### config.mk
export PLATFORM = sky130hd
export DESIGN_NAME = neuron_mac
export DESIGN_NICKNAME = d
export VERILOG_FILES = /design/src/rtl/nn_pkg.sv /design/src/rtl/q88_sat.sv /design/src/rtl/neuron_mac.sv
export SDC_FILE = /design/constraint.sdc
export NUM_CORES = 1
export LEC_CHECK = 0
export ABC_AREA = 1
export BUFFER_PORTS_ARGS = -buffer_cell sky130_fd_sc_hd__buf_2
export CORE_UTILIZATION = 50
export CTS_CLUSTER_SIZE = 25
export DETAILED_ROUTE_END_ITERATION = 6
export PLACE_DENSITY = 0.76
export SYNTH_ARGS = -nofsm -noshare
export SYNTH_HDL_FRONTEND = slang
export SYNTH_SLANG_ARGS = --single-unit
### constraint.sdc
create_clock -name clk -period 9.8 [get_ports clk]
set_input_delay 0.98 -clock clk [delete_from_list [all_inputs] [get_ports clk]]
set_output_delay 0.98 -clock clk [all_outputs]
set_load 0.02 [all_outputs]
### src/rtl/nn_pkg.sv
// Shared fixed-point constants and FSM state encoding for the neuron datapath.
// Combinational definitions only; no latency.
// No flow control of its own; also consumed by the sigmoid stage.
package nn_pkg;

  // Q8.8 number format shared by the MAC and the sigmoid stage
  localparam int DATA_W    = 16;
  localparam int FRAC_BITS = 8;
  localparam int PROD_W    = 2 * DATA_W;

  localparam logic signed [DATA_W-1:0] Q88_ONE = 16'sh0100;
  localparam logic signed [DATA_W-1:0] Q88_MAX = 16'sh7FFF;  //  32767
  localparam logic signed [DATA_W-1:0] Q88_MIN = 16'sh8000;  // -32768

  // MAC sequencer states (plain constants so older flows can consume them)
  typedef logic [1:0] nn_state_t;
  localparam nn_state_t ST_IDLE  = 2'd0;
  localparam nn_state_t ST_ACCUM = 2'd1;
  localparam nn_state_t ST_DONE  = 2'd2;

endpackage

### src/rtl/q88_sat.sv
// Rescales a Q(ACC_W-16).16 accumulator to Q8.8 with floor truncation and clipping.
// Purely combinational, zero latency.
// No flow control; caller qualifies the outputs.
module q88_sat
  import nn_pkg::*;
#(
  parameter int ACC_W = 40
) (
  input  logic signed [ACC_W-1:0]  acc_i,
  output logic signed [DATA_W-1:0] z_o,
  output logic                     sat_o
);

  // Bits from the Q8.8 sign bit upward; the value fits in 16 bits only if they all agree.
  localparam int UPPER_W = ACC_W - DATA_W + 1;

  logic signed [ACC_W-1:0] shifted;
  logic [UPPER_W-1:0]      upper;
  logic                    ovf;

  // Arithmetic shift (floor toward -inf), then clip to the Q8.8 range.
  always_comb begin
    shifted = acc_i >>> FRAC_BITS;
    upper   = shifted[ACC_W-1:DATA_W-1];
    ovf     = !((&upper) || !(|upper));
    sat_o   = ovf;
    if (!ovf) begin
      z_o = shifted[DATA_W-1:0];
    end else if (shifted[ACC_W-1]) begin
      z_o = Q88_MIN;
    end else begin
      z_o = Q88_MAX;
    end
  end

endmodule

### src/rtl/neuron_mac.sv
// Serial multiply-accumulate neuron: z = sat((bias<<8 + sum x[i]*w[i]) >>> 8) in Q8.8.
// Latency N_IN+1 cycles from acceptance to out_valid; one operation in flight at a time.
// in_ready only in IDLE; result is held in DONE until out_ready, with no overlap on consume.
module neuron_mac
  import nn_pkg::*;
#(
  parameter int N_IN  = 2,
  parameter int ACC_W = 40
) (
  input  logic                     clk,
  input  logic                     rst_n,
  input  logic                     in_valid,
  output logic                     in_ready,
  input  logic [DATA_W*N_IN-1:0]   x_in,
  input  logic [DATA_W*N_IN-1:0]   w_in,
  input  logic [DATA_W-1:0]        bias_in,
  output logic                     out_valid,
  input  logic                     out_ready,
  output logic [DATA_W-1:0]        z_out,
  output logic                     sat
);

  // The index runs 0..N_IN: values below N_IN select a product, N_IN is the rescale cycle.
  localparam int              IDX_W    = $clog2(N_IN + 1);
  localparam logic [IDX_W-1:0] IDX_LAST = IDX_W'(N_IN);

  nn_state_t                state_q, state_d;
  logic [DATA_W*N_IN-1:0]   x_q, x_d;
  logic [DATA_W*N_IN-1:0]   w_q, w_d;
  logic signed [ACC_W-1:0]  acc_q, acc_d;
  logic [IDX_W-1:0]         idx_q, idx_d;
  logic [DATA_W-1:0]        z_q, z_d;
  logic                     sat_q, sat_d;

  logic signed [DATA_W-1:0] x_sel, w_sel;
  logic signed [PROD_W-1:0] prod;
  logic signed [ACC_W-1:0]  prod_ext;
  logic signed [ACC_W-1:0]  bias_ext;
  logic signed [DATA_W-1:0] sat_z;
  logic                     sat_flag;

  // Pick operand pair idx_q from the captured vectors and form the Q16.16 product.
  always_comb begin
    x_sel = '0;
    w_sel = '0;
    for (int i = 0; i < N_IN; i++) begin
      if (idx_q == IDX_W'(i)) begin
        x_sel = x_q[DATA_W*i +: DATA_W];
        w_sel = w_q[DATA_W*i +: DATA_W];
      end
    end
    prod     = x_sel * w_sel;
    prod_ext = {{(ACC_W-PROD_W){prod[PROD_W-1]}}, prod};
    bias_ext = {{(ACC_W-DATA_W-FRAC_BITS){bias_in[DATA_W-1]}}, bias_in, {FRAC_BITS{1'b0}}};
  end

  q88_sat #(
    .ACC_W (ACC_W)
  ) u_sat (
    .acc_i (acc_q),
    .z_o   (sat_z),
    .sat_o (sat_flag)
  );

  // Sequencer: capture in IDLE, one product per cycle in ACCUM, hold result in DONE.
  always_comb begin
    state_d = state_q;
    x_d     = x_q;
    w_d     = w_q;
    acc_d   = acc_q;
    idx_d   = idx_q;
    z_d     = z_q;
    sat_d   = sat_q;
    case (state_q)
      ST_IDLE: begin
        if (in_valid) begin
          x_d     = x_in;
          w_d     = w_in;
          acc_d   = bias_ext;
          idx_d   = '0;
          state_d = ST_ACCUM;
        end
      end
      ST_ACCUM: begin
        if (idx_q == IDX_LAST) begin
          z_d     = sat_z;
          sat_d   = sat_flag;
          state_d = ST_DONE;
        end else begin
          acc_d = acc_q + prod_ext;
          idx_d = idx_q + 1'b1;
        end
      end
      ST_DONE: begin
        if (out_ready) begin
          state_d = ST_IDLE;
        end
      end
      default: state_d = ST_IDLE;
    endcase
  end

  // State and datapath registers; reset drops any in-flight operation.
  always_ff @(posedge clk or negedge rst_n) begin
    if (!rst_n) begin
      state_q <= ST_IDLE;
      x_q     <= '0;
      w_q     <= '0;
      acc_q   <= '0;
      idx_q   <= '0;
      z_q     <= '0;
      sat_q   <= 1'b0;
    end else begin
      state_q <= state_d;
      x_q     <= x_d;
      w_q     <= w_d;
      acc_q   <= acc_d;
      idx_q   <= idx_d;
      z_q     <= z_d;
      sat_q   <= sat_d;
    end
  end

  assign in_ready  = (state_q == ST_IDLE);
  assign out_valid = (state_q == ST_DONE);
  assign z_out     = z_q;
  assign sat       = sat_q;

endmodule

[Yosys cells after proc, flatten, opt, wreduce, memory -nomap -nowiden]
Index checks and enable logic that the tools add are counted.
Widths: inputs -> output; s select.
Word-level totals
  register bits after elaboration: 125
  latch bits: 0
  memory bits (writable): 0
  memory bits (read-only): 0
  input port bits: 84
  output and inout bits: 19
  word-level logic and storage cells: 46
  memories kept: 0
Operators by class
  add/subtract/negate cells: 2
  multipliers: 1
  div/mod/pow operators: 0
  order comparisons: 0
  equality and inequality tests: 8
  shift-type cells: 0
  muxes and demuxes: 16
  bitwise logic cells: 0
  reductions and logical operators: 12
Operator list (number)
  $mux 16: 6
  $mux 40: 2
  $pmux 40 s2: 1
  $add 40x32->40: 1
  $mul 16x16->32: 1
  $reduce_and 17->1: 1
  $reduce_or 17->1: 1
  $mux 2: 5
  $ne 2x2->1 const B: 3
  $pmux 2 s3: 1
  $reduce_and 3->1: 2
  $eq 2x1->1 const B: 2
  $eq 2x2->1 const B: 2
  $logic_not 2->1: 2
  $pmux 2 s2: 1
  $reduce_and 2->1: 2
  $add 2x1->2 const B: 1
  $logic_not 1->1: 2
  $ne 2x1->1 const B: 1
  $reduce_bool 2->1: 1
  $logic_or 1x1->1: 1

[Longest topological paths before layout]
Gate-level depths: netlist (run 1).
  word-level depth: 7
  gate-level depth with buffers: 35
  depth with buffers taken out: 34

[Hierarchy]
From an unflattened synthesis (run 1), not the netlist that was laid out.
Unflattened totals
  cell total of the unflattened synthesis: 2387
  area, all modules: 19040.8 µm²
Modules (own cells, without submodules)
  neuron_mac: times used 1, cells an instance 2318, area an instance 18746.7 µm², seq. area each 3128.0 µm²
  q88_sat: times used 1, cells an instance 69, area an instance 294.0 µm², seq. area each 0.0 µm²

[Worst setup path after synthesis (run 1)]
Ideal clock, no wire load.
  path type: flip-flop to flip-flop
  from: reg idx_q[0]
  to: reg acc_q[39]
  library setup time: 0.117 ns
  arrival time: 6.302 ns
  data required time: 9.683 ns
  setup slack: 3.381 ns
  stages on the path, launching flop included: 28
  buffers on the path: 1
  period minus slack after synthesis: 6.419 ns
  cell sequence: dfrtp_1 > inv_1 > ha_1 > inv_1 > nor2_8 > buf_4 > a22oi_2 > nor2_1 > fa_1 > fa_1 > inv_1 > fa_1 > fa_1 > inv_1 > fa_1 > inv_1 > fa_1 > inv_1 > ha_1 > nand2_1 > nor2_1 > nand2_1 > nor2_1 > nand3_1 > nand3_1 > nand2_1 > nand3_1 > nand2_1
Between the ends
  word-level cells in the longest chain between the ends: 7
  elaborated cells between the ends (all ways): 13
  classes of those cells: add/sub (1); mul (1); eq/ne (3); mux (6); reduce/logical (2)
Ends and longest elaborated chain
  from (decl): line neuron_mac.sv:31  | logic [IDX_W-1:0] idx_q, idx_d;
  from (signal assigned): line neuron_mac.sv:118  | idx_q <= idx_d;
  $logic_not 2->1: line neuron_mac.sv:47  | if (idx_q == IDX_W'(i)) begin
  $mux 16 (2 in a row): line neuron_mac.sv:47
  $mul 16x16->32: line neuron_mac.sv:52  | prod = x_sel * w_sel;
  $add 40x32->40: line neuron_mac.sv:90  | acc_d = acc_q + prod_ext;
  $mux 40: line neuron_mac.sv:85  | if (idx_q == IDX_LAST) begin
  $pmux 40 s2: line neuron_mac.sv:74  | case (state_q)
  to (signal assigned): line neuron_mac.sv:109  | acc_q <= '0;
  to (signal assigned): line neuron_mac.sv:117  | acc_q <= acc_d;
  to (decl): line neuron_mac.sv:30  | logic signed [ACC_W-1:0] acc_q, acc_d;
Several ways; a longest one is shown, not always the timed one. The select of a mux whose other input is x is not followed.
A chain may end at the register's enable or synchronous reset.

[Worst setup path in the final report (run 1)]
  from: reg idx_q[1]
  to: reg acc_q[37]
The elaborated chain is that of the path after synthesis.

==> qor.yml, run 1 <==
run_status: "completed"
setup.worst_path.end_class: "register"
floorplan.rows: 70
netlist_top_cells_count: "648 x sky130_fd_sc_hd__nand2_1, 562 x sky130_fd_sc_hd__inv_1, 330 x sky130_fd_sc_hd__fa_1, 232 x sky130_fd_sc_hd__nor2_1, 125 x sky130_fd_sc_hd__dfrtp_1"
slew_at_the_pin_closest_to_its_max_slew_limit_ps: 1100
synth_adder_area_share_pct: 43.0
die-area_mm2: 0.0384
grt_pass1_wl_mm: 87.6
timing_max_transition_violations_final: 0
grt_start_max_net_pins: 69
core_region_area_mm2: 0.0368
drive_above_1_share_pct: 8.68
pin_count: 103
holdBufCountCts: 0
relSlewSlack_pct: 26.4
gr-total-overflow: 0
yosys-mux-area-fraction_pct: 0
hold_viol: 0
startpoint_type: "register"
placedInstanceArea_mm2: 0.0197
cts_max_path_buffers: 2
num_antenna_cells: 0
io_buffer_count: 102
grt_util_all_layers_pct: 29.8
reg2reg_slack_ps: 1760
synth-compound-area-share_pct: 5.36
grt_antenna_before_repair: 0
critical_path_arrival_ps: 8380
final_routed_wire_length_divided_by_cell_count_um: 18.2
cts_sinks: 125
synthXorXnorAreaFrac_pct: 0.745
synth-async-reset-ratio_pct: 100
syn_area_mm2: 0.0188
areaGrowthSynthToFinish_pct: 7.96
cts_htree_levels: 4
post_synth_num_cell_types: 40
timing.final.crit_share_pct: 82.0
finalNetCount: 2960
cp_max_fo: 33
insertion_delay_of_the_later_clocked_pin_in_the_worst_skew_pair_ps: 460
post-synth-top-area-cell: "sky130_fd_sc_hd__fa_1"
yosys_register_bits: 125
post_cts.repair.setup_buffers: 0
maximum_capacitance_violations: 0
fin_util_pct: 55.2
synth-seq-area-share_pct: 16.6
rr_endpoint: "acc_q[37]$_DFFE_PN0P_"
synth_enable_flop_cells: 0
vias: 15269
yosys_warnings: 0
die_width_um: 196
synthDominantCellAreaShare_pct: 35.1
initial_core_util_pct: 51.1
average_vias_per_placed_instance: 5.25
cts.clk_slew.worst_paths_ps: 60
dr.pass1.iters: 7
die-height_um: 196
cp_slowest_cell: "sky130_fd_sc_hd__fa_1"
post_cts.resized_instances: 0
gp_congestion: 0.986
wirelength_mm: 53.0
main_combinational_cell_family_by_area_after_synthesis: "adder cells"
dpl.hpwl_mm: 43.7
antenna_left: 0
synth_simple_gate_area_share_pct: 21.4
hp-class: "input port to asynchronous set/reset pin"
postLayoutCellArea_mm2: 0.0203
reg2reg_depth: 30
first_global_vias: 16478
clock_tree.root_cell: "sky130_fd_sc_hd__clkbuf_16"
postSynthAreaPerCell_um2: 8.01
worst_r2r_startpoint: "idx_q[1]$_DFFE_PN0P_"
timing.critical_path.required_ps: 10140
fmax_ghz: 0.124
tritoncts.num_buffers: 17
synth_area_leaders: "sky130_fd_sc_hd__fa_1 35%, sky130_fd_sc_hd__dfrtp_1 17%, sky130_fd_sc_hd__nand2_1 13%"
synth.most_common_cell: "sky130_fd_sc_hd__nand2_1"
finClkSkew_ps: 7.44
remaining_drc_errors: 0
setup_total_negative_slack_ps: 0
drt-initial-drc-count: 1199
postLayoutSetupSlackWorst_ps: 1760
postSynthNetCount: 2878
finalSetupViolCount: 0
layout_min_cycle_time_ps: 8040
worst-path-buf-inv: 9
setup.worst_path.class: "register to register"
critical-path-max-stage-delay_ps: 810
cts_tree: "yes"
cpMostUsedCell: "sky130_fd_sc_hd__inv_1"
synth_ff_type: "sky130_fd_sc_hd__dfrtp_1"
grt_setup_unrepaired: "false"
kind_of_cell_adding_the_most_delay_to_the_critical_path: "adder cells"
post-place-ws_ps: 1810
netlist_instances: 2346
[cell families after synthesis]
kind of cell,after synthesis
adders and majority gates,448
xor gates and xnor gates,16
AOI/OAI and AO/OA,135
buffers and inverters,624
DFF,125
and+or+nand+nor,998
[routing by layer]
| metal | track usage [%] | up-vias | wire length, um |
|---|---|---|---|
| met5 | 0 | - | 0 |
| met4 | 10.8 | 0 | 1690 |
| met3 | 6.62 | 90 | 4200 |
| met2 | 48.3 | 589 | 24800 |
| met1 | 39.2 | 7574 | 22300 |
| li1 | - | 7016 | - |
[through the flow]
stage | hold WS (ps) | cells
2_1_floorplan | 449 | 2346
4_1_cts | 444 | 2909
5_1_grt | 471 | 2909
6_report | 451 | 2909
3_3_place_gp | 465 | 2877
3_5_place_dp | 469 | 2877
[state kept, by name, indices dropped and copies added, names as in the netlist]
name and cells:
state_q 2, x_q 32, acc_q 40, w_q 32
z_out 16, sat 1, idx_q 2
[worst max-delay path by stage]
stage                               startpoint                     to  slack [ps]  depth (start not counted)
after floorplan           idx_q[0]$_DFFE_PN0P_  acc_q[39]$_DFFE_PN0P_        3380                         27
after global placement    idx_q[1]$_DFFE_PN0P_  acc_q[37]$_DFFE_PN0P_        2010                         30
after detailed placement  idx_q[1]$_DFFE_PN0P_  acc_q[37]$_DFFE_PN0P_        1810                         30
after CTS                 idx_q[1]$_DFFE_PN0P_  acc_q[37]$_DFFE_PN0P_        1770                         30
after global routing      idx_q[1]$_DFFE_PN0P_  acc_q[37]$_DFFE_PN0P_        1250                         30
final                     idx_q[1]$_DFFE_PN0P_  acc_q[37]$_DFFE_PN0P_        1760                         30
[cell type report]
cell class / count / area, um2
timing repair buffer: 114 / 603
fill: 3421 / 16500
multi-input combinational: 1597 / 13300
clock inverter: 15 / 149
inverter: 573 / 2150
sequential: 125 / 3130
clock buffer: 17 / 425
tap: 468 / 586
[cell usage in the layout (no fill, tap or decap), types with 13 or more instances in the layout]
cell	netlist	routed
sky130_fd_sc_hd__a22oi_2	21	21
sky130_fd_sc_hd__buf_2	31	101
sky130_fd_sc_hd__dfrtp_1	125	125
sky130_fd_sc_hd__ha_1	118	117
sky130_fd_sc_hd__nor2_1	232	232
sky130_fd_sc_hd__nand3_1	60	60
sky130_fd_sc_hd__clkbuf_16	0	17
sky130_fd_sc_hd__a21oi_1	31	31
sky130_fd_sc_hd__inv_1	562	562
sky130_fd_sc_hd__or2_2	18	18
sky130_fd_sc_hd__fa_1	330	330
sky130_fd_sc_hd__buf_4	7	13
sky130_fd_sc_hd__o21ai_0	31	31
sky130_fd_sc_hd__o21bai_1	14	14
sky130_fd_sc_hd__nand2_1	648	647
Power of run 1 is not shown: default switching activity piles up to over one toggle a cycle in this logic, so the estimate is an artifact.
==> inputs of run 2 (changes only) <==
--- a/config.mk
+++ b/config.mk
@@ -10,7 +10,7 @@
 export CORE_UTILIZATION = 50
 export CTS_CLUSTER_SIZE = 25
 export DETAILED_ROUTE_END_ITERATION = 6
-export PLACE_DENSITY = 0.76
+export PLACE_DENSITY = 0.79
 export SYNTH_ARGS = -nofsm -noshare
 export SYNTH_HDL_FRONTEND = slang
 export SYNTH_SLANG_ARGS = --single-unit
==> constraint.sdc (replaced) <==
create_clock -name clk -period 7.14 [get_ports clk]
set_input_delay 0.714 -clock clk [delete_from_list [all_inputs] [get_ports clk]]
set_output_delay 0.714 -clock clk [all_outputs]
set_load 0.02 [all_outputs]
==> run 2 against run 1 <==
Effect of this change:
- critical path depth up 3
- maximum frequency rose by 17%
- core utilization is 1.9 points higher
- worst setup slack got worse by 1500 ps
- flip-flop and latch count stayed put
- final cell count grew 1.9%
- register-to-register slack got worse by 1500 ps
- cell area increased by 3.5%
- largest cell class unchanged
==> qor.yml, run 2 (synthesis gave the netlist of run 1 again) <==
cts_sinks: 125
grt_antenna_before_repair: 0
critical_path_arrival_ps: 7210
floorplan.rows: 70
holdBufCountCts: 0
clock_tree.root_cell: "sky130_fd_sc_hd__clkbuf_16"
io_buffer_count: 102
endpoint_of_the_most_critical_setup_path: "acc_q[32]$_DFFE_PN0P_"
cts_htree_levels: 4
startpoint: "idx_q[0]$_DFFE_PN0P_"
reg2reg_slack_ps: 280
critical-path-max-stage-delay_ps: 570
max_flop_register: "acc_q"
cts.clk_slew.worst_paths_ps: 70
vias: 15679
setup_total_negative_slack_ps: 0
die_width_um: 196
cp.depth: 33
kind_of_cell_adding_the_most_delay_to_the_critical_path: "adder cells"
dr.pass1.iters: 5
cts_max_path_buffers: 2
placedInstanceArea_mm2: 0.0200
grt_util_all_layers_pct: 30.5
grt_setup_unrepaired: "false"
hold_slack_ps: 383
fmax_ghz: 0.146
hp-class: "input port to asynchronous set/reset pin"
grt_pass1_wl_mm: 88.6
cp_max_fo: 13
hold_viol: 0
drt-initial-drc-count: 1351
finalSetupViolCount: 0
die-area_mm2: 0.0384
setup.worst_path.class: "register to register"
wirelength_mm: 54.7
drive_above_1_share_pct: 13.0
fin_util_pct: 57.1
setup.worst_path.end_class: "register"
timing.critical_path.required_ps: 7490
finClkSkew_ps: 14.4
die-height_um: 196
rr_endpoint: "acc_q[32]$_DFFE_PN0P_"
worst-path-buf-inv: 12
slew_at_the_pin_closest_to_its_max_slew_limit_ps: 1100
layout_min_cycle_time_ps: 6860
cpMostUsedCell: "sky130_fd_sc_hd__inv_1"
grt_start_max_net_pins: 71
layout_top_registers: "acc_q: 40 flops, w_q: 32 flops, x_q: 32 flops"
commonest_non_fill_non_tap_cell_in_the_layout: "sky130_fd_sc_hd__nand2_1"
core_region_area_mm2: 0.0368
insertion_delay_of_the_later_clocked_pin_in_the_worst_skew_pair_ps: 460
average_vias_per_placed_instance: 5.29
timing_max_transition_violations_final: 0
maximum_capacitance_violations: 0
timing.final.crit_share_pct: 96.1
postLayoutCellArea_mm2: 0.0210
run_status: "completed"
final_routed_wire_length_divided_by_cell_count_um: 18.5
pin_count: 103
num_antenna_cells: 0
tritoncts.num_buffers: 17
number_of_flip_flops_in_the_largest_register: 40
worst_r2r_startpoint: "idx_q[0]$_DFFE_PN0P_"
first_global_vias: 16385
initial_core_util_pct: 51.1
remaining_drc_errors: 0
startpoint_type: "register"
layout.cells.most_common_list: "640 x sky130_fd_sc_hd__nand2_1, 555 x sky130_fd_sc_hd__inv_1, 324 x sky130_fd_sc_hd__fa_1"
areaGrowthSynthToFinish_pct: 11.8
finalNetCount: 3015
antenna_left: 0
cp_slowest_cell: "sky130_fd_sc_hd__fa_1"
relSlewSlack_pct: 26.8
gr-total-overflow: 0
cts_tree: "yes"
reg2reg_depth: 33
gp_congestion: 1.03
dpl.hpwl_mm: 44.5
## run 2: cell count changes in the layout (fill, tap and decap cells not counted), sizes merged
cell      delta
bufinv       +1
clkbuf       +6
clkinv       -6
buf         +54
clkinvlp     +3
inv          -3
## run 2: worst min-delay path by stage
stage / slack [ps] / start / end / cells past startpoint
after detailed placement: 480 / w_q[7]$_DFFE_PN0P_ / w_q[7]$_DFFE_PN0P_ / 2
after CTS: 400 / rst_n / acc_q[35]$_DFFE_PN0P_ / 1
after global placement: 460 / w_q[8]$_DFFE_PN0P_ / w_q[8]$_DFFE_PN0P_ / 2
after global routing: 450 / rst_n / idx_q[1]$_DFFE_PN0P_ / 1
final: 380 / rst_n / acc_q[38]$_DFFE_PN0P_ / 1
after floorplan: 420 / rst_n / acc_q[0]$_DFFE_PN0P_ / 0
## run 2: metrics by stage
step           worst slack [ps]  instances
6_report                    276       2964
5_1_grt                    21.5       2964
2_1_floorplan               721       2346
3_3_place_gp               47.7       2913
3_5_place_dp              -22.3       2913
4_1_cts                    7.39       2945
## run 2: cell type report
type,instances,area (um2)
Multi-Input combinational cell,1597,13400
Inverter,573,2170
Fill cell,3305,15800
Sequential cell,125,3130
Clock inverter,10,136
Clock buffer,22,474
Tap cell,468,586
Timing Repair Buffer,169,1070
## run 2: worst register-to-register path, delay by kind of cell, from the launching register on
family,cells,cell delay (ps)
fa+ha+maj,8,3670
simple gates,12,1450
buf+inv,12,1120
flops,1,410
compound gates,1,70
## run 2: per-layer routing
| layer | part of all wire, % | track usage [%] | vias to the layer above |
|---|---|---|---|
| met4 | 3.6 | 11.3 | 0 |
| met3 | 8.6 | 5.90 | 116 |
| met2 | 46 | 48.9 | 719 |
| met5 | 0 | 0 | - |
| li1 | - | - | 7120 |
| met1 | 41 | 41.2 | 7724 |
## run 2: repair_timing
action                                  in CTS  in global routing
endpoints found under the setup margin       3                 25
pin swaps                                    0                  7
setup buffers                                0                 18
gates cloned                                 0                  1
resized for setup                            1                 66
Power of run 2 is left out for the same reason.
==> inputs of run 3 (changes only) <==
--- a/config.mk
+++ b/config.mk
@@ -10,7 +10,7 @@
 export CORE_UTILIZATION = 50
 export CTS_CLUSTER_SIZE = 25
 export DETAILED_ROUTE_END_ITERATION = 6
-export PLACE_DENSITY = 0.79
+export PLACE_DENSITY = 0.76
 export SYNTH_ARGS = -nofsm -noshare
 export SYNTH_HDL_FRONTEND = slang
 export SYNTH_SLANG_ARGS = --single-unit
==> constraint.sdc (replaced) <==
create_clock -name clk -period 7.35 [get_ports clk]
set_input_delay 0.735 -clock clk [delete_from_list [all_inputs] [get_ports clk]]
set_output_delay 0.735 -clock clk [all_outputs]
set_load 0.02 [all_outputs]
==> run 3 against run 2 <==
Effect of this change:
- cell area fell by 0.92%
- final cell count decreased by 0.10%
- global-route usage is 0.47 points lower
- critical path type unchanged
- highest routed layer unchanged
==> qor.yml, run 3 (synthesis gave the netlist of run 1 again) <==
run_status: "completed"
gr-total-overflow: 0
cts_sinks: 125
final_routed_wire_length_divided_by_cell_count_um: 18.3
die-area_mm2: 0.0384
insertion_delay_of_the_later_clocked_pin_in_the_worst_skew_pair_ps: 450
drt-initial-drc-count: 1316
postLayoutCellArea_mm2: 0.0208
post-place-ws_ps: 69.3
setup.worst_path.end_class: "register"
commonest_non_fill_non_tap_cell_in_the_layout: "sky130_fd_sc_hd__nand2_1"
relSlewSlack_pct: 34.0
timing_max_transition_violations_final: 0
first_global_vias: 16398
holdBufCountCts: 0
startpoint_type: "register"
grt_util_all_layers_pct: 30.0
layout.cells.most_common_list: "647 x sky130_fd_sc_hd__nand2_1, 561 x sky130_fd_sc_hd__inv_1, 326 x sky130_fd_sc_hd__fa_1"
pin_count: 103
grt_antenna_before_repair: 1
cts_max_path_buffers: 2
gp_congestion: 1.01
average_vias_per_placed_instance: 5.26
remaining_drc_errors: 0
layout_min_cycle_time_ps: 7020
dpl.hpwl_mm: 44.3
grt_start_max_net_pins: 78
wirelength_mm: 54.0
die_width_um: 196
timing.final.crit_share_pct: 95.5
finalNetCount: 3013
areaGrowthSynthToFinish_pct: 10.7
cp_max_fo: 11
number_of_flip_flops_in_the_largest_register: 40
max_flop_register: "acc_q"
finClkSkew_ps: 11.8
cpMostUsedCell: "sky130_fd_sc_hd__inv_1"
tritoncts.num_buffers: 17
num_antenna_cells: 0
floorplan.rows: 70
finalSetupViolCount: 0
cp_slowest_cell: "sky130_fd_sc_hd__fa_2"
critical_path_arrival_ps: 7420
io_buffer_count: 102
clock_tree.root_cell: "sky130_fd_sc_hd__clkbuf_16"
hp-class: "input port to asynchronous set/reset pin"
grt_pass1_wl_mm: 88.0
postLayoutSetupSlackWorst_ps: 328
maximum_capacitance_violations: 0
setup_total_negative_slack_ps: 0
placedInstanceArea_mm2: 0.0199
cts.clk_slew.worst_paths_ps: 60
dr.pass1.iters: 6
cts_htree_levels: 4
setup.worst_path.class: "register to register"
critical-path-max-stage-delay_ps: 730
initial_core_util_pct: 51.1
timing.critical_path.required_ps: 7740
fmax_ghz: 0.142
antenna_left: 0
cts_tree: "yes"
core_region_area_mm2: 0.0368
layout_top_registers: "acc_q: 40 flops, w_q: 32 flops, x_q: 32 flops"
die-height_um: 196
hold_viol: 0
drive_above_1_share_pct: 11.2
slew_at_the_pin_closest_to_its_max_slew_limit_ps: 990
vias: 15569
run 3: changes by cell type in the layout (fill, tap and decap cells not counted), sizes merged:
cell	change
buf	-1
bufinv	+1
clkbuf	-5
clkinv	+4
clkinvlp	-4
inv	+2
run 3: routing by layer:
metal / GRT usage, % / share of wire, %
met1: 39.8 / 41
met2: 48.5 / 47
met3: 6.27 / 8.6
met4: 11.3 / 3.6
met5: 0 / 0
run 3: final cells by class:
cell class / count / area (um2)
inverter: 573 / 2160
fill: 3410 / 16000
tap: 468 / 586
sequential: 125 / 3130
multi-input combinational: 1597 / 13300
clock buffer: 18 / 429
timing repair buffer: 167 / 1020
clock inverter: 13 / 193
run 3: metrics by stage:
| step | cells | hold slack, ps | utilization (%) |
|---|---|---|---|
| final | 2961 | 331 | 56.6 |
| after CTS | 2938 | 341 | 55.9 |
| after floorplan | 2346 | 439 | - |
| after global routing | 2961 | 383 | 56.6 |
| after global placement | 2907 | 464 | 54.2 |
| after detailed placement | 2907 | 465 | 54.2 |
run 3: worst paths after layout:
check	end	depth (start not counted)	start	slack [ps]
max	acc_q[33]$_DFFE_PN0P_	30	idx_q[0]$_DFFE_PN0P_	330
min	acc_q[37]$_DFFE_PN0P_	1	rst_n	330
max reg2reg	acc_q[33]$_DFFE_PN0P_	30	idx_q[0]$_DFFE_PN0P_	330
min reg2reg	w_q[9]$_DFFE_PN0P_	2	w_q[9]$_DFFE_PN0P_	480
max in group asynchronous	w_q[12]$_DFFE_PN0P_	2	rst_n	5520
min in group clk	state_q[1]$_DFFE_PN0P_	2	out_ready	470
run 3: worst max-delay path, delay by kind of cell, from the launching register on:
family                     cells  cell delay (ps)
buffers and inverters         10             1190
AOI/OAI and AO/OA              2              350
adders and majority gates      8             3780
DFF                            1              380
and+or+nand+nor               10             1240
run 3: repair_timing:
action	CTS	global route
buffers inserted	0	23
endpoints found under the hold margin	0	0
resized for setup	0	20
setup endpoints to repair	0	24
Power of run 3 is left out for the same reason.
